--- config.mk ---
export PLATFORM = sky130hd
export DESIGN_NAME = riscv_lsu_ctrl
export DESIGN_NICKNAME = d
export VERILOG_FILES = /design/src/rtl/riscv_lsu_ctrl.sv
export SDC_FILE = /design/constraint.sdc
export NUM_CORES = 1
export LEC_CHECK = 0
export CAP_MARGIN = 10
export CORE_MARGIN = 3
export CORE_UTILIZATION = 45
export CTS_CLUSTER_SIZE = 10
export DETAILED_ROUTE_END_ITERATION = 6
export PLACE_DENSITY = 0.77
export SLEW_MARGIN = 20
export SYNTH_ARGS = -nofsm -noshare
export SYNTH_HDL_FRONTEND = slang
export SYNTH_SLANG_ARGS = --single-unit
--- constraint.sdc ---
create_clock -name clk_i -period 1.7 [get_ports clk_i]
set_input_delay 0.255 -clock clk_i [delete_from_list [all_inputs] [get_ports clk_i]]
set_output_delay 0.255 -clock clk_i [all_outputs]
set_load 0.03 [all_outputs]
--- src/rtl/riscv_lsu_ctrl.sv ---
// riscv_lsu_ctrl: load/store sequencer between the execute stage and the data-memory port.
// Runs one bus transaction per memory instruction (IDLE -> ACCESS -> RESP) and stalls the core
// while the transaction is in flight.
// It forms byte enables, replicates store data and sign/zero-extends load data.
// It flags misaligned or invalid-size requests combinationally and reports a bus timeout
// with a one-cycle pulse.
// Latency: 2 + N cycles from request to retire (N = ACCESS cycles until mem_ready_i).
// Backpressure: mem_ready_i ends ACCESS; core_stall_o is held until the RESP cycle.
// Ports:
//   clk_i, rst_ni                   clock, async active-low reset
//   core_req_i/we_i/size_i/addr_i/wd_i  request from decode/ALU/rs2
//   core_rd_o                       extended load data (0 for stores)
//   core_stall_o                    pipeline hold
//   misalign_o                      misaligned access or invalid size (combinational)
//   bus_err_o                       one-cycle timeout pulse in RESP
//   mem_req_o/we_o/be_o/addr_o/wd_o bus request, zero outside ACCESS
//   mem_rd_i, mem_ready_i           bus read data and completion
module riscv_lsu_ctrl #(
   parameter int unsigned TIMEOUT = 255
) (
   input  logic        clk_i,
   input  logic        rst_ni,
   input  logic        core_req_i,
   input  logic        core_we_i,
   input  logic [2:0]  core_size_i,
   input  logic [31:0] core_addr_i,
   input  logic [31:0] core_wd_i,
   output logic [31:0] core_rd_o,
   output logic        core_stall_o,
   output logic        misalign_o,
   output logic        bus_err_o,
   output logic        mem_req_o,
   output logic        mem_we_o,
   output logic [3:0]  mem_be_o,
   output logic [31:0] mem_addr_o,
   output logic [31:0] mem_wd_o,
   input  logic [31:0] mem_rd_i,
   input  logic        mem_ready_i
);

   typedef enum logic [1:0] {
      IDLE   = 2'd0,
      ACCESS = 2'd1,
      RESP   = 2'd2
   } state_t;

   localparam bit          TO_EN = (TIMEOUT != 0);
   localparam logic [31:0] TLAST = TIMEOUT - 32'd1;

   state_t      state;
   logic        lat_we;
   logic [2:0]  lat_size;
   logic [1:0]  lat_off;
   logic [31:0] cnt;
   logic [31:0] rdata;

   logic        fault;
   logic        accept;
   logic [3:0]  be_next;
   logic [31:0] wd_next;
   logic [7:0]  sel_byte;
   logic [15:0] sel_half;

   // Request decode: fault detection, byte enables and write-data replication.
   always_comb begin
      fault   = 1'b0;
      be_next = 4'b0000;
      wd_next = core_wd_i;
      case (core_size_i)
         3'd0, 3'd4: begin
            be_next = 4'b0001 << core_addr_i[1:0];
            wd_next = {4{core_wd_i[7:0]}};
         end
         3'd1, 3'd5: begin
            fault   = core_addr_i[0];
            be_next = 4'b0011 << {core_addr_i[1], 1'b0};
            wd_next = {2{core_wd_i[15:0]}};
         end
         3'd2: begin
            fault   = (core_addr_i[1:0] != 2'b00);
            be_next = 4'b1111;
         end
         default: fault = 1'b1;
      endcase
   end

   assign accept       = core_req_i & (state == IDLE) & ~fault;
   assign misalign_o   = core_req_i & (state == IDLE) & fault;
   assign core_stall_o = accept | (state == ACCESS);

   // Load-data lane selection uses the address latched at request time.
   always_comb begin
      case (lat_off)
         2'd0:    sel_byte = rdata[7:0];
         2'd1:    sel_byte = rdata[15:8];
         2'd2:    sel_byte = rdata[23:16];
         default: sel_byte = rdata[31:24];
      endcase
      sel_half = lat_off[1] ? rdata[31:16] : rdata[15:0];
      if (lat_we) begin
         core_rd_o = 32'd0;
      end else begin
         case (lat_size)
            3'd0:    core_rd_o = {{24{sel_byte[7]}}, sel_byte};
            3'd4:    core_rd_o = {24'd0, sel_byte};
            3'd1:    core_rd_o = {{16{sel_half[15]}}, sel_half};
            3'd5:    core_rd_o = {16'd0, sel_half};
            default: core_rd_o = rdata;
         endcase
      end
   end

   // Single FSM block; bus outputs are registered so they are stable through ACCESS
   // and are cleared asynchronously by reset.
   always_ff @(posedge clk_i or negedge rst_ni) begin
      if (!rst_ni) begin
         state      <= IDLE;
         lat_we     <= 1'b0;
         lat_size   <= 3'd0;
         lat_off    <= 2'd0;
         cnt        <= 32'd0;
         rdata      <= 32'd0;
         bus_err_o  <= 1'b0;
         mem_req_o  <= 1'b0;
         mem_we_o   <= 1'b0;
         mem_be_o   <= 4'b0000;
         mem_addr_o <= 32'd0;
         mem_wd_o   <= 32'd0;
      end else begin
         bus_err_o <= 1'b0;
         case (state)
            IDLE: begin
               if (accept) begin
                  state      <= ACCESS;
                  lat_we     <= core_we_i;
                  lat_size   <= core_size_i;
                  lat_off    <= core_addr_i[1:0];
                  cnt        <= 32'd0;
                  mem_req_o  <= 1'b1;
                  mem_we_o   <= core_we_i;
                  mem_be_o   <= be_next;
                  mem_addr_o <= {core_addr_i[31:2], 2'b00};
                  mem_wd_o   <= wd_next;
               end
            end
            ACCESS: begin
               cnt <= cnt + 32'd1;
               // Ready in the last allowed cycle takes priority over the timeout.
               if (mem_ready_i || (TO_EN && (cnt == TLAST))) begin
                  state      <= RESP;
                  rdata      <= mem_ready_i ? mem_rd_i : 32'd0;
                  bus_err_o  <= ~mem_ready_i;
                  mem_req_o  <= 1'b0;
                  mem_we_o   <= 1'b0;
                  mem_be_o   <= 4'b0000;
                  mem_addr_o <= 32'd0;
                  mem_wd_o   <= 32'd0;
               end
            end
            RESP:    state <= IDLE;
            default: state <= IDLE;
         endcase
      end
   end

endmodule

Word level (Yosys, flattened, before mapping)
Index checks and enable logic that the tools add are counted.
{ "word_totals": {"reg_bits": 143, "input_bits": 104} }
{ "classes": {"add_sub_neg": 1, "eq_ne": 13, "shifts": 2, "muxes": 28, "n_bitwise": 6, "n_reduce_logical": 14} }
{ "op_table": {"columns": ["op", "n"], "rows": [
  ["case mux 32 bit (2 select lines)", 4],
  ["2-to-1 mux 32 bit", 6],
  ["case mux 32 bit (4 select lines)", 1],
  ["adder 32 x 1 -> 32 bit (second input constant)", 1],
  ["== test 32 x 8 -> 1 bit (second input constant)", 1],
  ["case mux 8 bit (3 select lines)", 1],
  ["2-to-1 mux 16 bit", 1],
  ["== test 3 bit (second input constant)", 4],
  ["case mux 4 bit (3 select lines)", 1],
  ["2-to-1 mux 4 bit", 2],
  ["case mux 4 bit (2 select lines)", 1],
  ["AND reduction 2 bit", 4],
  ["== test 3 x 1 -> 1 bit (second input constant)", 2],
  ["logical NOT 3 bit", 2],
  ["2-to-1 mux 1 bit", 5],
  ["== test 2 x 1 -> 1 bit (second input constant)", 2],
  ["logical NOT 2 bit", 2],
  ["2-to-1 mux 2 bit", 2],
  ["case mux 1 bit (2 select lines)", 2],
  ["case mux 2 bit (2 select lines)", 1],
  ["nonzero test 2 bit", 2],
  ["OR reduction 2 bit", 2],
  ["<< shifter 1 x 2 -> 4 bit (first input constant)", 1],
  ["<< shifter 2 x 2 -> 4 bit (first input constant)", 1],
  ["10 further kinds", 13]
]} }

Logic depth before layout (Yosys ltp)
Gate-level depths: netlist of run 1.
{ "logic_depth": {"word_depth": 7, "mapped_depth": 8} }

Least setup slack after synthesis of run 1
Ideal clock, no wire load.
{ "synth_path": {"path_type": "flip-flop to output port", "startpoint": "register lat_off[0]", "endpoint": "output core_rd_o[0]", "t_arrival_ps": 2495, "required_ps": 1445, "path_slack_ps": -1050, "stages_incl_launch_ff": 6, "n_path_buf": 2, "cell_sequence": "dfrtp_1 clkbuf_1 nand2b_1 clkbuf_1 nor3_1 a2111oi_0"} }
{ "synth_between": {"elab_chain_len": 4, "elab_cells_between_ends": 6, "cone_classes": "eq/ne (2); mux (3); reduce/logical (1)"} }
{ "synth_lines": {"columns": ["element", "line", "text"], "rows": [
  ["start: declaration", "53", "logic [1:0] lat_off;"],
  ["start signal: assignment", "137", "lat_off <= core_addr_i[1:0];"],
  ["== test 2 bit, or another cell as far along", "93", "case (lat_off)"],
  ["case mux 8 bit (3 select lines) (*)", "93", null],
  ["case mux 32 bit (4 select lines) (*)", "103", "case (lat_size)"],
  ["2-to-1 mux 32 bit (*)", "100", "if (lat_we) begin"],
  ["end: declaration", "28", "output logic [31:0] core_rd_o,"]
]} }
Mark *: on every way between the ends. The rest lies on a longest branch, timed or not.

Worst setup path in the final report of run 1
{ "layout_path": {"startpoint": "register lat_size[0]", "endpoint": "output core_rd_o[8]"} }
{ "layout_between": {"elab_chain_len": 3, "elab_cells_between_ends": 6, "cone_classes": "eq/ne (3); mux (2); reduce/logical (1)"} }
{ "layout_lines": {"columns": ["element", "line", "text"], "rows": [
  ["start: declaration", "52", "logic [2:0] lat_size;"],
  ["start signal: assignment", "136", "lat_size <= core_size_i;"],
  ["== test 3 bit, or another cell as far along", "103", null],
  ["case mux 32 bit (4 select lines) (*)", "103", null],
  ["2-to-1 mux 32 bit (*)", "100", null]
]} }
Marks and branches as above.

==> results of run 1 <==
[timing repair]
action                                  4_1_cts  5_1_grt
endpoints found under the setup margin      213      173
pin swaps                                    58       65
hold buffers                                  1        0
endpoints found under the hold margin        37        0
gates cloned                                 23        5
buffers inserted                             27       18
gates resized for setup                     246      152
[stage by stage]
| step | setup slack, ns | total power (uW) |
|---|---|---|
| after floorplan | -0.130 | 11200 |
| after global placement | -0.420 | 15100 |
| after detailed placement | -0.468 | 15200 |
| after CTS | -0.591 | 20100 |
| after global routing | -0.717 | 22300 |
| final | -0.686 | 21400 |
[routing by layer]
| layer | GRT usage | wire (um) | share of wire |
|---|---|---|---|
| met2 | 0.523 | 17300 | 0.49 |
| met1 | 0.385 | 13100 | 0.37 |
| met5 | 0 | 0 | 0 |
| met3 | 0.0712 | 3230 | 0.092 |
| met4 | 0.137 | 1630 | 0.046 |
[sequential cells by signal (all words and copies together) (netlist names)]
register,flops
mem_be_o,4
mem_we_o,1
rdata,32
lat_size,3
bus_err_o,1
mem_addr_o,30
state,2
cnt,32
lat_off,2
lat_we,1
mem_req_o,1
mem_wd_o,32
[worst max-delay path, delay by kind of cell, from the launching register on]
kind            cells  cell delay [ns]
compound gates      2             0.42
buf+inv             3             0.56
flops               1             0.49
simple gates        1             0.24
[cell usage in the layout, fill, tap and decap left out, drive strengths merged, types with 5 or more instances in the layout]
cell | synthesis | final
a211oi | 24 | 24
a21oi | 8 | 8
a221oi | 8 | 8
a22oi | 32 | 32
a31oi | 6 | 6
and2 | 50 | 50
and3 | 7 | 7
buf | 38 | 212
bufinv | 0 | 5
clkbuf | 36 | 27
clkdlybuf4s50 | 0 | 102
dfrtp | 141 | 141
dlygate4sd2 | 0 | 68
inv | 38 | 38
mux2 | 18 | 18
mux2i | 92 | 92
nand2 | 149 | 149
nand3 | 32 | 32
nand4 | 10 | 10
nor2 | 30 | 30
nor3 | 10 | 10
nor4 | 9 | 9
o21ai | 131 | 131
[logic make-up after synthesis]
group / count (synthesis)
and+or+nand+nor: 320
adders and majority gates: 2
AOI/OAI and AO/OA: 228
muxes: 111
DFF: 141
buffers and inverters: 112
other: 1
[final cells by class]
| cell class | instances | area share |
|---|---|---|
| multi-input cells | 663 | 0.378 |
| repair buffers | 390 | 0.304 |
| flip-flops and latches | 141 | 0.242 |
| clock buffers | 22 | 0.0332 |
| well taps | 225 | 0.0193 |
| clock inverters | 10 | 0.0126 |
| inverters | 38 | 0.00979 |
[power by group]
part | switching [uW] | internal [uW] | total (uW)
Sequential | 970 | 4350 | 5320
Combinational | 6640 | 5140 | 11800
Clock | 1530 | 2760 | 4290
[how the worst min path moves through the flow]
stage,end,cells after the start
floorplan,bus_err_o,0
global placement,mem_wd_o[0],1
detailed placement,mem_wd_o[0],1
CTS,mem_wd_o[0],2
global route,mem_wd_o[0],2
finish,mem_wd_o[0],2
==> results.toml, run 1 <==
[worst_setup_path]
r2r-start = "cnt[17]"
cp_slowest_stage_delay_ns = 0.49
crit_top_cell = "buf_4"
path_class = "reg2out"
r2r_end = "mem_req_o"
start_kind = "flip-flop"
ff2ff_setup_slack_ns = -0.35
critPathArrivalTime_ns = 2.13
crit_slowest_cell = "dfrtp_2"
required_ns = 1.44
end_kind = "output port"
crit_chain = "buf_4, nor2_1, a21oi_4, buf_12, a221oi_2, buf_4"
crit_start = "lat_size[0]"
rr_worst_depth = 7
cp_max_fo = 8
endpoint = "core_rd_o[8]"

[place]
gp_congestion = 0.830
hpwl_um = 18300
port_buffers = 206
dp_cells = 1394
place_area_mm2 = 0.0119

[grt]
grt_max_degree = 43
grtUsageTotal = 0.312
grt_pass1_wl_um = 49300
gr-total-overflow = 0
antenna_found_initial = 0
grt_pass1_vias = 9050

[synthesis]
synth_top_cell_by_area = "dfrtp_1"
synth_edf_count = 0
synth_area_mm2 = 0.00821
synth_area_leaders = "dfrtp_1 43%, mux2i_1 11%, nand2_1 6.8%"
ys_seq_area_frac = 0.430
synth_flop_cell = "dfrtp_1"
yosys.cell_count.top_type = "nand2_1"
ys_seq_elements = 141
synth-simple-area-share = 0.194
synth_top_family_by_area = "simple AND/OR/NAND/NOR gates"
async_reset_ff_frac = 1.00
netlist.area_leader.share = 0.430
synthXorXnorAreaFrac = 0
yosys_warnings = 0
yosys.area_share.adder = 0.00305
synth-compound-area-share = 0.170
ys_types = 59
synthMuxAreaShare = 0.140
netlist_instances = 915
syn-mean-instance-area_um2 = 8.97
synth_common_cells = "149 x nand2_1, 141 x dfrtp_1, 92 x mux2i_1"

[layout]
postLayoutCellArea_mm2 = 0.0146
fin_util = 0.828
syn2layout_area_growth_pct = 77.5
fillers = 898
nets = 1357
seqCellArea_mm2 = 0.00353
drive_above_1_share = 0.389
antenna_cells = 0
multiInputGateArea_mm2 = 0.00551
stdcell_count = 1489

[power_and_ir_drop]
p_leak_uw = 0.00682
peakVddDrop_mv = 1.07
powerDensity_mw_per_mm2 = 1470

[sta]
fmax_ghz = 0.419
maxSlewHeadroom = 0.587
hold_ws_ns = 0.312
finalSetupViolations = 168
fin_setup_tns_ns = -50.51
hold_violations = 0
rsz0062_at_grt = "true"
fin_crit_ns = 2.39
worstMarginPinSlew_ns = 0.618
post-route-period-util = 1.40
clock_skew_ns = 0.0138
fin_ws_ns = -0.686
slew_viol_final = 0

[hold_path]
hp-class = "in2async"

[floorplanning]
die_y_um = 141
ioPinCount = 209
initial_core_util = 0.467
fp.coreArea_mm2 = 0.0176
die_width_um = 141
die_area_mm2 = 0.0199
rows = 48

[clock_tree]
clkSlewWorstSetupHoldPaths_ns = 0.06
cts_tree = "done"
clockBufferDepth = 2
numCtsBuffers = 17
htree_num_levels = 4
cts_sinks = 141
ctsRootBufferMaster = "clkbuf_16"
clk_latency_ns = 0.44

[job]
timing.max_cap.violations = 0

[detailed_routing]
first_iter_violations = 771
viasPerCell = 6.16
dr.pass1.iters = 5
drc_errors = 0
wl_per_cell_um = 23.7
vias = 9170
drt-total-wl_um = 35200
ant_nets = 0

[outcome]
violations = "negative setup slack"
run_status = "finished with violations"
Power figures use the tool's default switching activity.
==> run 2, diff against run 1 <==
Settings changed: CAP_MARGIN 10 to 20.
==> results of run 2 <==
No change in the layout: final DEF, timing and power equal those of run 1.
